## src/rtl/multi_miner_ctrl_if.sv

```systemverilog
// Host command, lane issue/result and found-nonce signals of multi_miner_ctrl.
// The slave modport is the controller side; the master modport is the host/lane side.
interface multi_miner_ctrl_if #(
  parameter int LANES = 4
);
  logic                  start;
  logic [31:0]           nonce_start;
  logic [31:0]           nonce_end;
  logic                  abort;
  logic                  issue;
  logic [LANES-1:0]      issue_mask;
  logic [LANES*32-1:0]   issue_nonce;
  logic [LANES-1:0]      res_valid;
  logic [LANES-1:0]      res_hit;
  logic                  found_valid;
  logic [31:0]           found_nonce;
  logic                  found_ready;
  logic                  busy;
  logic                  done;
  logic                  overflow;

  modport master (
    output start, nonce_start, nonce_end, abort, res_valid, res_hit, found_ready,
    input  issue, issue_mask, issue_nonce, found_valid, found_nonce, busy, done, overflow
  );

  modport slave (
    input  start, nonce_start, nonce_end, abort, res_valid, res_hit, found_ready,
    output issue, issue_mask, issue_nonce, found_valid, found_nonce, busy, done, overflow
  );
endinterface

```

## src/rtl/multi_miner_ctrl.sv

```systemverilog
// Splits a nonce range across LANES hash lanes, collects hits into a first-word fall-through FIFO.
// First issue 1 cycle after start, then every THROUGHPUT cycles; stalls on a saturated lane, hits wait in pending regs while the FIFO is full.
module multi_miner_ctrl #(
  parameter int LANES      = 4,
  parameter int THROUGHPUT = 8,
  parameter int FIFO_DEPTH = 4,
  parameter int MAX_OUTST  = 64
) (
  input  logic              clk,
  input  logic              rst,
  multi_miner_ctrl_if.slave bus
);

  localparam int OW = $clog2(MAX_OUTST + 1);
  localparam int CW = (THROUGHPUT > 1) ? $clog2(THROUGHPUT) : 1;
  localparam int AW = $clog2(FIFO_DEPTH);
  localparam int SW = (LANES > 1) ? $clog2(LANES) : 1;

  localparam logic [OW-1:0] OUTST_ONE = OW'(1);
  localparam logic [OW-1:0] OUTST_MAX = OW'(MAX_OUTST);
  localparam logic [AW:0]   PTR_ONE   = (AW + 1)'(1);
  localparam logic [32:0]   LANES33   = 33'(LANES);
  localparam logic [31:0]   LANES32   = 32'(LANES);
  localparam logic [CW-1:0] CNT_RELOAD = CW'(THROUGHPUT - 1);

  typedef enum logic [1:0] {IDLE, RUN, DRAIN, DONE} state_t;

  state_t            state_q, state_d;
  logic              aborted_q, aborted_d;
  logic [32:0]       base_q, base_d;
  logic [31:0]       end_q, end_d;
  logic [CW-1:0]     cnt_q, cnt_d;
  logic [OW-1:0]     outst_q [LANES];
  logic [OW-1:0]     outst_d [LANES];
  logic [31:0]       ret_q   [LANES];
  logic [31:0]       ret_d   [LANES];
  logic [LANES-1:0]  pend_vld_q, pend_vld_d;
  logic [31:0]       pend_q  [LANES];
  logic [31:0]       pend_d  [LANES];
  logic [31:0]       mem_q   [FIFO_DEPTH];
  logic [31:0]       mem_d   [FIFO_DEPTH];
  logic [AW:0]       wr_ptr_q, wr_ptr_d, rd_ptr_q, rd_ptr_d;
  logic              overflow_q, overflow_d;
  logic              done_q, done_d;

  logic [32:0]       lane_base [LANES];
  logic [LANES-1:0]  lane_in_range, res_ok;
  logic [LANES*32-1:0] issue_nonce_w;
  logic              stall, all_clear;
  logic              issue_fire, capture_en;
  logic              fifo_full, fifo_empty, push, pop;
  logic [SW-1:0]     sel;

  // Per-lane view: nonce/range of the next issue, valid results, stall and drain status.
  always_comb begin
    lane_base     = '{default: '0};
    lane_in_range = '0;
    res_ok        = '0;
    issue_nonce_w = '0;
    stall         = 1'b0;
    all_clear     = (pend_vld_q == '0);
    sel           = '0;
    for (int k = 0; k < LANES; k++) begin
      lane_base[k]     = base_q + 33'(k);
      lane_in_range[k] = (lane_base[k] <= {1'b0, end_q});
      res_ok[k]        = bus.res_valid[k] && (outst_q[k] != '0);
      if (lane_in_range[k] && (outst_q[k] == OUTST_MAX)) stall = 1'b1;
      if (outst_q[k] != '0) all_clear = 1'b0;
      if (issue_fire) issue_nonce_w[32*k +: 32] = lane_base[k][31:0];
    end
    for (int k = LANES - 1; k >= 0; k--) begin
      if (pend_vld_q[k]) sel = SW'(k);
    end
  end

  assign issue_fire = (state_q == RUN) && (cnt_q == '0) && !stall && !bus.abort;
  assign capture_en = ((state_q == RUN) || ((state_q == DRAIN) && !aborted_q)) && !bus.abort;
  assign fifo_empty = (wr_ptr_q == rd_ptr_q);
  assign fifo_full  = (wr_ptr_q[AW] != rd_ptr_q[AW]) && (wr_ptr_q[AW-1:0] == rd_ptr_q[AW-1:0]);
  assign pop        = !fifo_empty && bus.found_ready;
  assign push       = (pend_vld_q != '0) && (!fifo_full || pop);

  always_comb begin
    state_d    = state_q;
    aborted_d  = aborted_q;
    base_d     = base_q;
    end_d      = end_q;
    cnt_d      = cnt_q;
    outst_d    = outst_q;
    ret_d      = ret_q;
    pend_vld_d = pend_vld_q;
    pend_d     = pend_q;
    mem_d      = mem_q;
    wr_ptr_d   = wr_ptr_q;
    rd_ptr_d   = rd_ptr_q;
    overflow_d = overflow_q;
    done_d     = (state_q == DONE);

    for (int k = 0; k < LANES; k++) begin
      if (issue_fire && lane_in_range[k] && !res_ok[k])
        outst_d[k] = outst_q[k] + OUTST_ONE;
      else if (!(issue_fire && lane_in_range[k]) && res_ok[k])
        outst_d[k] = outst_q[k] - OUTST_ONE;
      if (res_ok[k]) ret_d[k] = ret_q[k] + LANES32;
    end

    if (push) begin
      mem_d[wr_ptr_q[AW-1:0]] = pend_q[sel];
      pend_vld_d[sel]         = 1'b0;
      wr_ptr_d                = wr_ptr_q + PTR_ONE;
    end
    if (pop) rd_ptr_d = rd_ptr_q + PTR_ONE;

    // An occupied pending slot loses the new hit even if it drains this same cycle.
    for (int k = 0; k < LANES; k++) begin
      if (capture_en && res_ok[k] && bus.res_hit[k]) begin
        if (pend_vld_q[k]) begin
          overflow_d = 1'b1;
        end else begin
          pend_vld_d[k] = 1'b1;
          pend_d[k]     = ret_q[k];
        end
      end
    end

    case (state_q)
      IDLE: begin
        if (bus.start) begin
          base_d     = {1'b0, bus.nonce_start};
          end_d      = bus.nonce_end;
          cnt_d      = '0;
          aborted_d  = 1'b0;
          overflow_d = 1'b0;
          pend_vld_d = '0;
          wr_ptr_d   = '0;
          rd_ptr_d   = '0;
          for (int k = 0; k < LANES; k++) begin
            outst_d[k] = '0;
            ret_d[k]   = bus.nonce_start + 32'(k);
          end
          state_d = (bus.nonce_end >= bus.nonce_start) ? RUN : DONE;
        end
      end
      RUN: begin
        if (bus.abort) begin
          aborted_d = 1'b1;
          state_d   = DRAIN;
        end else if (issue_fire) begin
          base_d = base_q + LANES33;
          cnt_d  = CNT_RELOAD;
          // The 33-bit base cannot wrap, so an end of 0xFFFFFFFF still terminates.
          if ((base_q + LANES33) > {1'b0, end_q}) state_d = DRAIN;
        end else if (cnt_q != '0) begin
          cnt_d = cnt_q - CW'(1);
        end
      end
      DRAIN: begin
        if (bus.abort) aborted_d = 1'b1;
        if (all_clear) state_d = (aborted_q || bus.abort) ? IDLE : DONE;
      end
      DONE:    state_d = IDLE;
      default: state_d = IDLE;
    endcase
  end

  always_ff @(posedge clk) begin
    if (rst) begin
      state_q    <= IDLE;
      aborted_q  <= 1'b0;
      base_q     <= '0;
      end_q      <= '0;
      cnt_q      <= '0;
      outst_q    <= '{default: '0};
      ret_q      <= '{default: '0};
      pend_vld_q <= '0;
      pend_q     <= '{default: '0};
      mem_q      <= '{default: '0};
      wr_ptr_q   <= '0;
      rd_ptr_q   <= '0;
      overflow_q <= 1'b0;
      done_q     <= 1'b0;
    end else begin
      state_q    <= state_d;
      aborted_q  <= aborted_d;
      base_q     <= base_d;
      end_q      <= end_d;
      cnt_q      <= cnt_d;
      outst_q    <= outst_d;
      ret_q      <= ret_d;
      pend_vld_q <= pend_vld_d;
      pend_q     <= pend_d;
      mem_q      <= mem_d;
      wr_ptr_q   <= wr_ptr_d;
      rd_ptr_q   <= rd_ptr_d;
      overflow_q <= overflow_d;
      done_q     <= done_d;
    end
  end

  assign bus.issue       = issue_fire;
  assign bus.issue_mask  = issue_fire ? lane_in_range : '0;
  assign bus.issue_nonce = issue_nonce_w;
  assign bus.found_valid = !fifo_empty;
  assign bus.found_nonce = mem_q[rd_ptr_q[AW-1:0]];
  assign bus.busy        = (state_q != IDLE);
  assign bus.done        = done_q;
  assign bus.overflow    = overflow_q;

endmodule

```

## src/flat_wrapper.sv

```systemverilog
// flat-port wrapper written by rule: the top's interface ports become plain ports
module multi_miner_ctrl_flat 
#(
  parameter int LANES      = 4,
  parameter int THROUGHPUT = 8,
  parameter int FIFO_DEPTH = 4,
  parameter int MAX_OUTST  = 64
)
  (clk, rst, bus_start, bus_nonce_start, bus_nonce_end, bus_abort, bus_res_valid, bus_res_hit, bus_found_ready, bus_issue, bus_issue_mask, bus_issue_nonce, bus_found_valid, bus_found_nonce, bus_busy, bus_done, bus_overflow);
  multi_miner_ctrl_if #(.LANES(LANES)) bus_i ();
  input  logic clk;
  input  logic rst;
  input wire logic [$bits(bus_i.start)-1:0] bus_start;
  input wire logic [$bits(bus_i.nonce_start)-1:0] bus_nonce_start;
  input wire logic [$bits(bus_i.nonce_end)-1:0] bus_nonce_end;
  input wire logic [$bits(bus_i.abort)-1:0] bus_abort;
  input wire logic [$bits(bus_i.res_valid)-1:0] bus_res_valid;
  input wire logic [$bits(bus_i.res_hit)-1:0] bus_res_hit;
  input wire logic [$bits(bus_i.found_ready)-1:0] bus_found_ready;
  output wire logic [$bits(bus_i.issue)-1:0] bus_issue;
  output wire logic [$bits(bus_i.issue_mask)-1:0] bus_issue_mask;
  output wire logic [$bits(bus_i.issue_nonce)-1:0] bus_issue_nonce;
  output wire logic [$bits(bus_i.found_valid)-1:0] bus_found_valid;
  output wire logic [$bits(bus_i.found_nonce)-1:0] bus_found_nonce;
  output wire logic [$bits(bus_i.busy)-1:0] bus_busy;
  output wire logic [$bits(bus_i.done)-1:0] bus_done;
  output wire logic [$bits(bus_i.overflow)-1:0] bus_overflow;
  assign bus_i.start = bus_start;
  assign bus_i.nonce_start = bus_nonce_start;
  assign bus_i.nonce_end = bus_nonce_end;
  assign bus_i.abort = bus_abort;
  assign bus_i.res_valid = bus_res_valid;
  assign bus_i.res_hit = bus_res_hit;
  assign bus_i.found_ready = bus_found_ready;
  assign bus_issue = bus_i.issue;
  assign bus_issue_mask = bus_i.issue_mask;
  assign bus_issue_nonce = bus_i.issue_nonce;
  assign bus_found_valid = bus_i.found_valid;
  assign bus_found_nonce = bus_i.found_nonce;
  assign bus_busy = bus_i.busy;
  assign bus_done = bus_i.done;
  assign bus_overflow = bus_i.overflow;
  multi_miner_ctrl #(.LANES(LANES), .THROUGHPUT(THROUGHPUT), .FIFO_DEPTH(FIFO_DEPTH), .MAX_OUTST(MAX_OUTST)) u_core (.clk(clk), .rst(rst), .bus(bus_i));
endmodule
```

## config.mk

```make
export PLATFORM = sky130hd
export DESIGN_NAME = multi_miner_ctrl_flat
export DESIGN_NICKNAME = d
export VERILOG_FILES = /design/src/rtl/multi_miner_ctrl_if.sv /design/src/rtl/multi_miner_ctrl.sv /design/src/flat_wrapper.sv
export SDC_FILE = /design/constraint.sdc
export NUM_CORES = 2
export LEC_CHECK = 0
export CAP_MARGIN = 20
export CORE_ASPECT_RATIO = 0.5
export CORE_MARGIN = 5
export CORE_UTILIZATION = 64
export CTS_CLUSTER_DIAMETER = 40
export CTS_CLUSTER_SIZE = 24
export DETAILED_ROUTE_END_ITERATION = 8
export PLACE_DENSITY = 0.86
export SYNTH_ARGS = -nofsm -noshare
export SYNTH_HDL_FRONTEND = slang
export SYNTH_SLANG_ARGS = --single-unit
```

## constraint.sdc

```tcl
create_clock -name clk -period 9.2 [get_ports clk]
set_input_delay 1.38 -clock clk [delete_from_list [all_inputs] [get_ports clk]]
set_output_delay 1.38 -clock clk [all_outputs]
set_load 0.02 [all_outputs]
```

==> impl_metrics.yaml <==
global_route:
  track_usage: 0.369
  grt_overflow: 0
  antenna_found_initial: 3
  grt_start_max_net_pins: 244
  grt_pass1_vias: 28500
  grt_pass1_wl_mm: 161
pwr:
  p_per_area_nw_per_um2: 255
  leakagePower_nw: 13.1
  total_power_mw: 8.96
  ir_drop_uv: 197
setup_path:
  slowest_delay_ns: 0.61
  path_cells: "ha_1, and3_1, nand2_1, nor2_1, nand3_1, nor3_1, nand2_1, xnor2_1, ha_1, nand4_1, nor4_1, a21boi_0, o21ai_0, a21oi_4, nand2_2, inv_2, and2_1, clkdlybuf4s50_1"
  r2r_slack_ns: 2.25
  critical_path.max_fanout: 34
  cp.required_ns: 7.82
  crit_family: "simple AND/OR/NAND/NOR gates"
  cp_slowest_cell: "inv_2"
  worstSetupPathType: "flop to primary output"
  r2r_start: "u_core.base_q[3]"
  cp-end-kind: "primary output"
  critPathLaunchType: "flop"
  cp.arrival_ns: 7.50
  crit_buf_inv: 2
  cp-startpoint: "u_core.base_q[3]"
sta:
  fin_skew_ns: 0.0468
  hold_slack_ns: 0.454
  setup_violations: 0
  finalSetupTns_ns: 0
  hold_violations: 0
  period_share: 0.966
  rsz0062_at_grt: "false"
  slew_viol_final: 0
  tightest_slew_ns: 1.25
  relSlewSlack: 0.161
  min_period_ns: 8.88
  max_freq_mhz: 113
status:
  status: "finished, final reports clean"
cells_and_area:
  drive_gt1_frac: 0.0575
  fin_nets: 4249
  mostFrequentLayoutCells: "550 x nand2_1, 492 x dfxtp_1, 410 x nor2_1"
  final_cells: 4633
  final_common_cell: "nand2_1"
  area_growth_pct: 12.9
  fillers: 3699
  postLayoutCoreUtil: 0.727
detailed_routing:
  num_vias: 30600
  detail_route.wl_per_cell_um: 22.4
  first_pass_iters: 8
  totalWireLength_mm: 104
  drtIter0Drc: 4204
  vias_per_cell: 6.60
  drc: 0
  ant_nets: 0
min_path:
  min-delay-start: "u_core.pend_q[87]"
  min_path_type: "flop to flop"
synth:
  yosys-top-cells-area: "dfxtp_1 32%, ha_1 8.9%, nand2_1 6.6%"
  synth.top_cell.area_share: 0.317
  netlist_area_um2: 31200
  synthArstFlopShare: 0
  ys_ff_latch: 493
  synth_largest_area_cell: "dfxtp_1"
  synth_warnings: 0
  synth-edff-count: 0
  synth_nets: 4201
  synthCells: 3903
  synth_cell_types: 84
  ys_seq_area_frac: 0.317
  synth_flop_cell: "dfxtp_1"
  synth.avg_cell_area_um2: 7.98
run:
  cap_violations: 0
floorplanning:
  die-area_um2: 53500
  die_y_um: 166
  initial_core_util: 0.644
  die_x_um: 322
  io_pins: 246
  rows: 57
  core_area_um2: 48400
cts:
  clockBufferDepth: 3
  cts_tree: "done"
  clkLatencyLatePin_ns: 0.59
  ctsHoldBuffers: 0
  clkTransAtPathRegs_ns: 0.08
  numCtsBuffers: 39
  htreeDepth: 2
  post_cts_buffers: 0
  root_buffer: "clkbuf_16"
  cts.sinks: 493
placement:
  dpl.hpwl_mm: 74.9
  port_buffers: 245
  dpl.cell_count: 4559
  gp_congestion: 1.03
## worst paths after layout
check,end,depth (start not counted)
max,bus_issue_nonce[55],18
min,u_core.pend_q[87],2
max reg2reg,u_core.base_q[5],21
min reg2reg,u_core.pend_q[87],2
## synthesized netlist by cell type, types with 20 or more instances
master / count
nand2_1: 551
dfxtp_1: 493
nor2_1: 414
a21oi_1: 255
a211oi_1: 240
clkbuf_1: 231
ha_1: 221
xnor2_1: 219
and3_1: 142
inv_1: 120
nand3_1: 119
xor2_1: 108
nand4_1: 88
o21ai_0: 72
nor3_1: 63
or3_1: 43
nor4_1: 35
mux2_2: 34
a222oi_1: 32
mux2i_1: 32
mux4_2: 32
a21o_1: 31
and2_1: 30
buf_1: 27
a311oi_1: 21
nor2b_1: 20
## worst min-delay path, delay by kind of cell, from the launching register on
family | cells | cell delay, ns
AOI/OAI and AO/OA | 1 | 0.05
DFF | 1 | 0.31
and+or+nand+nor | 1 | 0.05
## report_power, final
| part | leakage (nW) | switching, mW | internal [mW] | total, mW |
|---|---|---|---|---|
| clock network | 0.687 | 0.897 | 0.951 | 1.85 |
| registers | 4.01 | 0.478 | 2.45 | 2.92 |
| logic | 8.37 | 2.62 | 1.57 | 4.18 |
| total | 13.1 | 3.99 | 4.96 | 8.96 |
## what timing repair did
item,CTS,global route
gates resized for setup,0,1
hold endpoints to repair,0,0
endpoints found under the setup margin,0,1
## cell families (layout without fill, tap and decap cells)
| kind of cell | after synthesis | in the layout | share of synthesized area |
|---|---|---|---|
| fa+ha+maj | 223 | 223 | 0.0894 |
| other cells | 0 | 2 | 0 |
| mux | 98 | 98 | 0.0457 |
| buf+inv | 408 | 487 | 0.0508 |
| simple gates | 1578 | 1578 | 0.237 |
| compound gates | 776 | 776 | 0.168 |
| flops | 493 | 493 | 0.317 |
| xor+xnor | 327 | 327 | 0.0919 |
## through the flow
stage          instance area, um2  setup slack [ns]
4_1_cts                     35200             0.481
2_1_floorplan               31200              2.97
3_5_place_dp                33700              1.11
6_report                    35200             0.315
3_3_place_gp                33700              1.46
5_1_grt                     35200            0.0430
## routing by layer
metal  global-route usage  part of all wire  vias to the layer above
li1                     -                 -                    13900
met1                0.529              0.40                    14400
met2                0.542              0.42                     1948
met3               0.0846              0.13                      308
met4                0.138             0.041                        2
met5                    0           0.00013                        -
## sequential cells by signal, summed over array words and instances (netlist names)
| signal | count |
|---|---|
| u_core.pend_q | 128 |
| u_core.aborted_q | 1 |
| u_core.bus.done | 1 |
| u_core.bus.overflow | 1 |
| u_core.outst_q | 28 |
| u_core.mem_q | 128 |
| u_core.wr_ptr_q | 3 |
| u_core.cnt_q | 3 |
| u_core.ret_q | 126 |
| u_core.pend_vld_q | 4 |
| u_core.rd_ptr_q | 3 |
| u_core.base_q | 33 |
| u_core.state_q | 2 |
| u_core.end_q | 32 |
## final cells by class
class | count | area, um2 | share of cell area
Tap cell | 649 | 812 | 0.0231
Sequential cell | 493 | 9870 | 0.281
Antenna cell | 2 | 5.00 | 0.000142
Multi-Input combinational cell | 3002 | 19700 | 0.562
Inverter | 125 | 469 | 0.0133
Clock inverter | 29 | 373 | 0.0106
Clock buffer | 43 | 1040 | 0.0297
Timing Repair Buffer | 290 | 2840 | 0.0808
Power figures use the tool's default switching activity.
